## config.mk

```make
export PLATFORM = sky130hd
export DESIGN_NAME = mips_instr_encoder
export DESIGN_NICKNAME = d
export VERILOG_FILES = /design/src/rtl/mips_instr_encoder.sv
export SDC_FILE = /design/constraint.sdc
export NUM_CORES = 1
export LEC_CHECK = 0
export BUFFER_PORTS_ARGS = -buffer_cell sky130_fd_sc_hd__buf_2
export CAP_MARGIN = 25
export CORE_ASPECT_RATIO = 0.75
export CORE_MARGIN = 10
export CORE_UTILIZATION = 52
export DETAILED_ROUTE_END_ITERATION = 16
export PLACE_DENSITY = 0.84
export SETUP_SLACK_MARGIN = 0.15
export SLEW_MARGIN = 40
export SYNTH_ARGS = -nofsm -noshare
export SYNTH_HDL_FRONTEND = slang
export SYNTH_SLANG_ARGS = --single-unit
```

## constraint.sdc

```tcl
create_clock -name clk -period 2.5 [get_ports clk]
set_input_delay 0.5 -clock clk [delete_from_list [all_inputs] [get_ports clk]]
set_output_delay 0.5 -clock clk [all_outputs]
set_load 0.01 [all_outputs]
```

## src/rtl/mips_instr_encoder.sv

```systemverilog
// Streams symbolic MIPS instructions in, assembles 32-bit words and writes them
// to consecutive instruction-memory addresses starting at 0.
module mips_instr_encoder #(
    parameter int ADDR_W = 6
) (
    input  logic              clk,
    input  logic              reset,
    input  logic              start,
    input  logic              in_valid,
    output logic              in_ready,
    input  logic              in_last,
    input  logic [3:0]        mnem,
    input  logic [4:0]        rs,
    input  logic [4:0]        rt,
    input  logic [4:0]        rd,
    input  logic [15:0]       imm,
    output logic              imem_we,
    output logic [ADDR_W-1:0] imem_addr,
    output logic [31:0]       imem_wdata,
    output logic [ADDR_W:0]   word_count,
    output logic              done,
    output logic              error
);

    localparam logic [ADDR_W:0] LP_DEPTH = {1'b1, {ADDR_W{1'b0}}};
    localparam logic [ADDR_W:0] LP_ONE   = {{ADDR_W{1'b0}}, 1'b1};

    typedef enum logic [1:0] {S_IDLE, S_LOAD, S_DONE, S_ERR} state_t;

    state_t              r_state, w_state_nxt;
    logic                r_we, r_done, r_error;
    logic [ADDR_W-1:0]   r_addr;
    logic [31:0]         r_wdata;
    logic [ADDR_W:0]     r_count;
    logic [31:0]         w_word;
    logic                w_legal, w_accept, w_restart;
    logic [ADDR_W:0]     w_cnt_inc;

    always_comb begin
        w_word  = '0;
        w_legal = 1'b1;
        case (mnem)
            4'd0:    w_word = {6'h00, rs, rt, rd, 5'd0, 6'h20};
            4'd1:    w_word = {6'h00, rs, rt, rd, 5'd0, 6'h22};
            4'd2:    w_word = {6'h00, rs, rt, rd, 5'd0, 6'h2A};
            4'd3:    w_word = {6'h00, rs, rt, rd, 5'd0, 6'h24};
            4'd4:    w_word = {6'h00, rs, rt, rd, 5'd0, 6'h25};
            4'd5:    w_word = {6'h08, rs, rt, imm};
            4'd6:    w_word = {6'h0D, rs, rt, imm};
            4'd7:    w_word = {6'h23, rs, rt, imm};
            4'd8:    w_word = {6'h2B, rs, rt, imm};
            4'd9:    w_word = {6'h04, rs, rt, imm};
            default: w_legal = 1'b0;
        endcase
    end

    assign in_ready  = (r_state == S_LOAD);
    assign w_accept  = in_valid & in_ready;
    assign w_restart = start & (r_state != S_LOAD);
    assign w_cnt_inc = r_count + LP_ONE;

    always_ff @(posedge clk or posedge reset) begin
        if (reset) r_state <= S_IDLE;
        else       r_state <= w_state_nxt;
    end

    // Filling the last address ends the session even without in_last.
    always_comb begin
        w_state_nxt = r_state;
        case (r_state)
            S_LOAD: begin
                if (w_accept) begin
                    if (!w_legal)
                        w_state_nxt = S_ERR;
                    else if (in_last || (w_cnt_inc == LP_DEPTH))
                        w_state_nxt = S_DONE;
                end
            end
            default: begin
                if (start) w_state_nxt = S_LOAD;
            end
        endcase
    end

    always_ff @(posedge clk or posedge reset) begin
        if (reset) begin
            r_we    <= 1'b0;
            r_addr  <= '0;
            r_wdata <= '0;
            r_count <= '0;
            r_done  <= 1'b0;
            r_error <= 1'b0;
        end else begin
            r_we <= 1'b0;
            if (w_restart) begin
                r_count <= '0;
                r_done  <= 1'b0;
                r_error <= 1'b0;
            end
            if (w_accept) begin
                if (w_legal) begin
                    r_we    <= 1'b1;
                    r_addr  <= r_count[ADDR_W-1:0];
                    r_wdata <= w_word;
                    r_count <= w_cnt_inc;
                    if (w_state_nxt == S_DONE) r_done <= 1'b1;
                end else begin
                    r_error <= 1'b1;
                end
            end
        end
    end

    assign imem_we    = r_we;
    assign imem_addr  = r_addr;
    assign imem_wdata = r_wdata;
    assign word_count = r_count;
    assign done       = r_done;
    assign error      = r_error;

endmodule

```

==> flow_summary_export.csv, run 1 <==
group,metric,value,unit
routing,vias,2047,
timing,fin_worst_skew,3.82,ps
floorplan,die-area,0.00756,mm²
synth,ys_types,48,
floorplan,fp.dieW,97.1,µm
grt,grt_pass1_vias,2023,
timing,finalSetupViolCount,0,
routing,drt_first_iter_violations,130,
synth,synth_area_per_cell,9.31,µm²
place,dp.final_hpwl,4400,µm
timing,relSlewSlack,49.5,%
floorplan,core_area,0.00418,mm²
timing,hold_violations,0,
synth,muxShareOfSynthArea,0.432,%
routing,drc,0,
critical_path,cp-start-kind,"flip-flop",
clock_tree,cts.clk_slew.worst_paths,80,ps
synth,synth_compound_area_share,19.3,%
clock_tree,cts.sinks,48,
synth,syn-num-nets,290,
synth,ys_async_sr_fraction,100,%
grt,grt_max_degree,49,
timing,timing.fmax,0.594,GHz
power,ir_drop,0.387,mV
power,leakage,1.49,nW
clock_tree,holdBufCountCts,0,
layout,num-nets-final,369,
critical_path,critPathKind,"reg2reg",
synth,synth_edf_count,0,
grt,track_usage,15.1,%
layout,final_common_cell,"buf_2",
timing,setup_tns,0,ps
layout,fillers,355,
synth,postSynthCellCount,249,
routing,drt.antenna.violating_nets,0,
floorplan,initial_core_util,55.5,%
timing,holdWs,228,ps
floorplan,io_pins,89,
layout,drive_above_1_share,31.6,%
clock_tree,cts_tree,"built",
floorplan,row_count,20,
critical_path,crit_family,"simple AND/OR/NAND/NOR gates",
layout,areaGrowthSynthToFinish,22.3,%
hold_path,hp-class,"in2async",
synth,syn_area,0.00232,mm²
critical_path,cpPeakStageDelay,420,ps
routing,routedWlPerCell,15.4,µm
timing,post-route-min-period,1680,ps
synth,yosysWarnings,0,
synth,synth-seq-cells,48,
clock_tree,cts_resized,0,
routing,vias_per_cell,5.33,
synth,synthAdderAreaFrac,0.540,%
grt,grt_pass1_wl,9860,µm
clock_tree,clk_latency,290,ps
floorplan,die_h,77.8,µm
layout,n_antenna_cell,0,
grt,gr-total-overflow,0,
synth,synthFlopType,"dfrtp_1",
place,gp_congestion,0.786,
power,power_density,808,mW/mm²
critical_path,cp_slowest_cell,"dfrtp_1",
clock_tree,cts_root_buf,"clkbuf_8",
layout,final_cell_mix,"buf_2 (87), nand2_1 (67), dfrtp_1 (48), o21ai_0 (16), nor2_1 (14)",
timing,slew_violations,0,
timing,period_share,67.3,%
routing,finalWirelength,5910,µm
synth,seq_area_frac_synth,51.8,%
timing,worstMarginPinSlew,750,ps
critical_path,crit_chain,"and3b_1 > nand2_2 > inv_2 > and2_4 > a22o_1",
clock_tree,cts.path.max_buffers,2,
synth,yosys.area_share.simple,21.1,%
routing,firstDrtPassIters,4,
grt,antenna_found_initial,0,
synth,synth_top_family_by_area,"simple AND/OR/NAND/NOR gates",
place,portBuffers,87,
clock_tree,post-cts-setup-buffers,0,
outcome,status,"complete, no violations",
critical_path,critPathMaxFanout,25,
critical_path,crit_buf_inv,1,
critical_path,critical_path_required,2730,ps
clock_tree,htreeDepth,2,
critical_path,arrival,1910,ps
clock_tree,numCtsBuffers,5,
timing,grt_setup_unrepaired,"no",
critical_path,end_kind,"flip-flop",
run,max-cap-violations,0,
synth,synth_xor_area_share,0.756,%
synth_stat cells, types with 3 or more instances:
| master | number | area, µm² |
|---|---|---|
| o21ai_0 | 16 | 80.1 |
| inv_1 | 7 | 26.3 |
| a221o_1 | 3 | 30.0 |
| clkbuf_1 | 3 | 11.3 |
| a221oi_1 | 6 | 52.6 |
| nand3_1 | 4 | 20.0 |
| nand2_1 | 67 | 251 |
| nor2b_1 | 6 | 37.5 |
| dfrtp_1 | 48 | 1200 |
| a2bb2oi_1 | 3 | 26.3 |
| buf_2 | 10 | 50.1 |
| a22o_1 | 7 | 61.3 |
| buf_4 | 3 | 22.5 |
| nor2_1 | 14 | 52.6 |
| a21oi_1 | 8 | 40.0 |
cell type report:
class                      instances  area (µm²)  share of cell area (%)
inverter                           8        30.0                    1.06
clock inverter                     1        8.76                   0.309
clock buffer                       7        76.3                    2.69
tap                               55        68.8                    2.43
multi-input combinational        175         981                    34.6
sequential                        48        1200                    42.3
timing repair buffer              90         470                    16.6
worst paths after layout:
kind / from / end / slack (ps) / cells past startpoint
setup reg to reg: r_state[1] / imem_wdata[9] / 820 / 5
hold reg to reg: imem_wdata[18] / imem_wdata[18] / 480 / 2
hold / removal: reset / imem_wdata[20] / 230 / 3
max in group asynchronous: reset / error / 2060 / 3
setup / recovery: r_state[1] / imem_wdata[9] / 820 / 5
min in group clk: rs[4] / imem_wdata[25] / 400 / 3
logic make-up (layout without fill, tap and decap cells):
kind of cell / after synthesis / after routing
DFF: 48 / 48
other: 1 / 1
adders and majority gates: 1 / 1
and+or+nand+nor: 108 / 108
muxes: 1 / 1
AOI/OAI and AO/OA: 62 / 62
xor gates and xnor gates: 2 / 2
buffers and inverters: 26 / 106
power breakdown:
group	switching, W	internal, W
clock	0.000245	0.000200
sequential	0.000144	0.000973
combinational	0.000409	0.000320
total	0.000798	0.00149
worst min-delay path, stage by stage:
cell    delay (ps)
buf_2          100
inv_2           60
buf_12         240
layer usage:
metal  GRT usage (%)  up-vias  wire length (µm)
li1                -     1020                 -
met1            19.1      955              2640
met4            2.35        0                12
met5               0        -                 0
met3            6.19        2               535
met2            24.1       70              2720
registers in the layout, summed over array words and instances, names as in the netlist:
| signal | flops |
|---|---|
| r_state | 2 |
| imem_we | 1 |
| done | 1 |
| imem_wdata | 30 |
| word_count | 7 |
| error | 1 |
| imem_addr | 6 |
through the flow:
step                      cells  cell area (µm²)  total power (W)  utilization (%)  setup WS, ps
final                       384             2840          0.00229             67.9           817
after global routing        384             2840          0.00245             67.9           705
after CTS                   384             2840          0.00232             67.9           787
after detailed placement    376             2750          0.00188             65.8           570
after global placement      376             2750          0.00186             65.8           633
after floorplan             249             2320          0.00155                -           855
(Power assumes the default switching activity.)
==> run 2, diff against run 1 <==
- CORE_UTILIZATION: 52 -> 49
- PLACE_DENSITY: 0.84 -> 0.8
- clock period: 2.5 -> 1.6 ns (I/O delays scaled with it)
==> run 2 against run 1 <==
Effect of this change: clock power is 93% higher; clock-buffer cell count down 1; die area rose by 4.7%; sequential power rose by 54%; worst setup slack lost 690 ps; flip-flop and latch count unchanged; via count up 7.9%; critical path depth is the same; final cell count up 7.0%; power up 74%; critical path type unchanged.
==> flow_summary_export.csv, run 2 (synthesis results as in run 1) <==
group,metric,value,unit
clock_tree,numCtsBuffers,5,
critical_path,r2r-end,"word_count[6]",
clock_tree,htreeDepth,2,
critical_path,crit_chain,"and3b_2 > nand2_8 > buf_12 > nor4_4 > a21o_1",
power,p_total,0.00398,W
critical_path,cpPeakStageDelay,410,ps
timing,relSlewSlack,62.9,%
layout,n_antenna_cell,0,
timing,slew_violations,0,
power,swShare,33.9,%
critical_path,critical_path_required,1840,ps
critical_path,r2r_cells,5,
critical_path,cp-start-kind,"flip-flop",
layout,drive_above_1_share,40.1,%
grt,grt_pass1_wl,10500,µm
routing,vias_per_cell,5.37,
routing,drc,0,
run,max-cap-violations,0,
clock_tree,clk_latency,290,ps
clock_tree,cts.clk_slew.worst_paths,90,ps
grt,grt_max_degree,49,
layout,areaGrowthSynthToFinish,38.9,%
power,internal_power,0.00263,W
layout,num-nets-final,394,
timing,hold_violations,0,
grt,grt_pass1_vias,2228,
layout,fillers,363,
clock_tree,cts_root_buf,"clkbuf_8",
power,leakage,1.68,nW
routing,drt.antenna.violating_nets,0,
routing,finalWirelength,6810,µm
grt,gr-total-overflow,0,
timing,post-route-min-period,1480,ps
power,p_seq_share,43.2,%
clock_tree,holdBufCountCts,0,
clock_tree,cts_tree,"built",
critical_path,end_kind,"flip-flop",
floorplan,die_h,79.6,µm
power,ir_drop,0.672,mV
timing,worstMarginPinSlew,543,ps
floorplan,fp.dieW,99.4,µm
routing,firstDrtPassIters,5,
clock_tree,cts.sinks,48,
timing,timing.fmax,0.678,GHz
clock_tree,cts.path.max_buffers,2,
floorplan,die-area,0.00791,mm²
timing,period_share,92.2,%
critical_path,r2r_setup_slack,120,ps
critical_path,worst_r2r_startpoint,"r_state[1]",
layout,multi_input_area,0.00106,mm²
routing,met2WireLength,3310,µm
routing,drt_first_iter_violations,114,
timing,setup_tns,0,ps
place,portBuffers,87,
floorplan,io_pins,89,
routing,dr_wl_met3,518,µm
floorplan,row_count,21,
power,clkPwrFrac,21.6,%
routing,routedWlPerCell,16.6,µm
floorplan,core_area,0.00452,mm²
outcome,status,"complete, no violations",
critical_path,critPathKind,"reg2reg",
power,p_switching,0.00135,W
layout,seq_area,0.00120,mm²
routing,routed.top_layer,"met4",
timing,grt_setup_unrepaired,"yes",
grt,antenna_found_initial,0,
hold_path,hp-class,"in2async",
place,gp_congestion,0.835,
layout,final_cell_mix,"buf_2 (87), nand2_1 (67), dfrtp_1 (46), buf_4 (22), nor2_1 (14)",
grt,track_usage,15.8,%
floorplan,initial_core_util,51.3,%
layout,final_common_cell,"buf_2",
power,power_density,1240,mW/mm²
timing,fin_worst_skew,6.97,ps
place,dp.final_hpwl,4810,µm
critical_path,critPathMaxFanout,6,
critical_path,arrival,1710,ps
timing,finalSetupViolCount,0,
critical_path,cp_slowest_cell,"dfrtp_1",
routing,wl_met1,2920,µm
layout,largest_reg_flops,30,
power,p_comb_share,35.2,%
routing,vias,2209,
[run 2: cell count changes in the layout (fill, tap and decap cells not counted), moves of 2 or more]
| cell | delta |
|---|---|
| a221oi_1 | -5 |
| a221oi_2 | +5 |
| buf_12 | +2 |
| buf_4 | +20 |
| clkbuf_16 | +2 |
| dfrtp_1 | -2 |
| dfrtp_2 | +2 |
| inv_2 | -2 |
| nor4_1 | -2 |
| o21ai_0 | -3 |
| o21ai_1 | +3 |
[run 2: cell type report]
type	count	share of cell area, %
sequential	48	37.4
timing repair buffer	115	22.9
multi-input combinational	175	32.9
clock buffer	6	2.25
tap	57	2.22
inverter	8	1.20
clock inverter	2	1.09
[run 2: how the worst max path moves through the flow]
stage	from	endpoint	slack [ps]	cells past startpoint
finish	r_state[1]	word_count[6]	120	5
global route	r_state[1]	imem_wdata[14]	40	5
CTS	word_count[1]	done	160	4
detailed placement	mnem[1]	imem_wdata[9]	-20	6
global placement	r_state[1]	imem_wdata[8]	70	5
floorplan	word_count[3]	done	100	5
[run 2: repair_timing]
action                     in CTS  in global routing
cloned                          1                  2
gates resized for setup         7                 14
buffers inserted                2                  1
pin swaps                       0                  4
setup endpoints to repair      33                 40
[run 2: layer usage]
metal | up-vias | global-route usage (%)
li1 | 1071 | -
met1 | 1051 | 19.4
met2 | 81 | 25.8
met3 | 6 | 5.71
met4 | 0 | 3.71
met5 | - | 0
[run 2: metrics by stage]
step | instances | util (%) | cell area [µm²] | setup WS, ps | hold WS (ps)
2_1_floorplan | 249 | - | 2330 | 103 | 350
3_3_place_gp | 397 | 64.7 | 2930 | 74.9 | 400
3_5_place_dp | 397 | 64.7 | 2930 | -15.4 | 404
4_1_cts | 408 | 68.7 | 3100 | 156 | 84.5
5_1_grt | 411 | 71.2 | 3220 | 40.0 | 90.6
6_report | 411 | 71.2 | 3220 | 124 | 69.9
[run 2: worst max-delay path: cells and delay by family, from the launching register on]
kind,cells,cell delay (ps)
flops,1,410
compound gates,1,120
simple gates,3,710
buf+inv,1,180
[run 2: power groups by stage]
stage	sequential (W)	clock [W]	combinational, W
after floorplan	0.00189	0	0.000527
after global placement	0.00172	0	0.00127
after detailed placement	0.00173	0	0.00131
after CTS	0.00172	0.000867	0.00136
after global routing	0.00176	0.000913	0.00155
final	0.00172	0.000861	0.00140
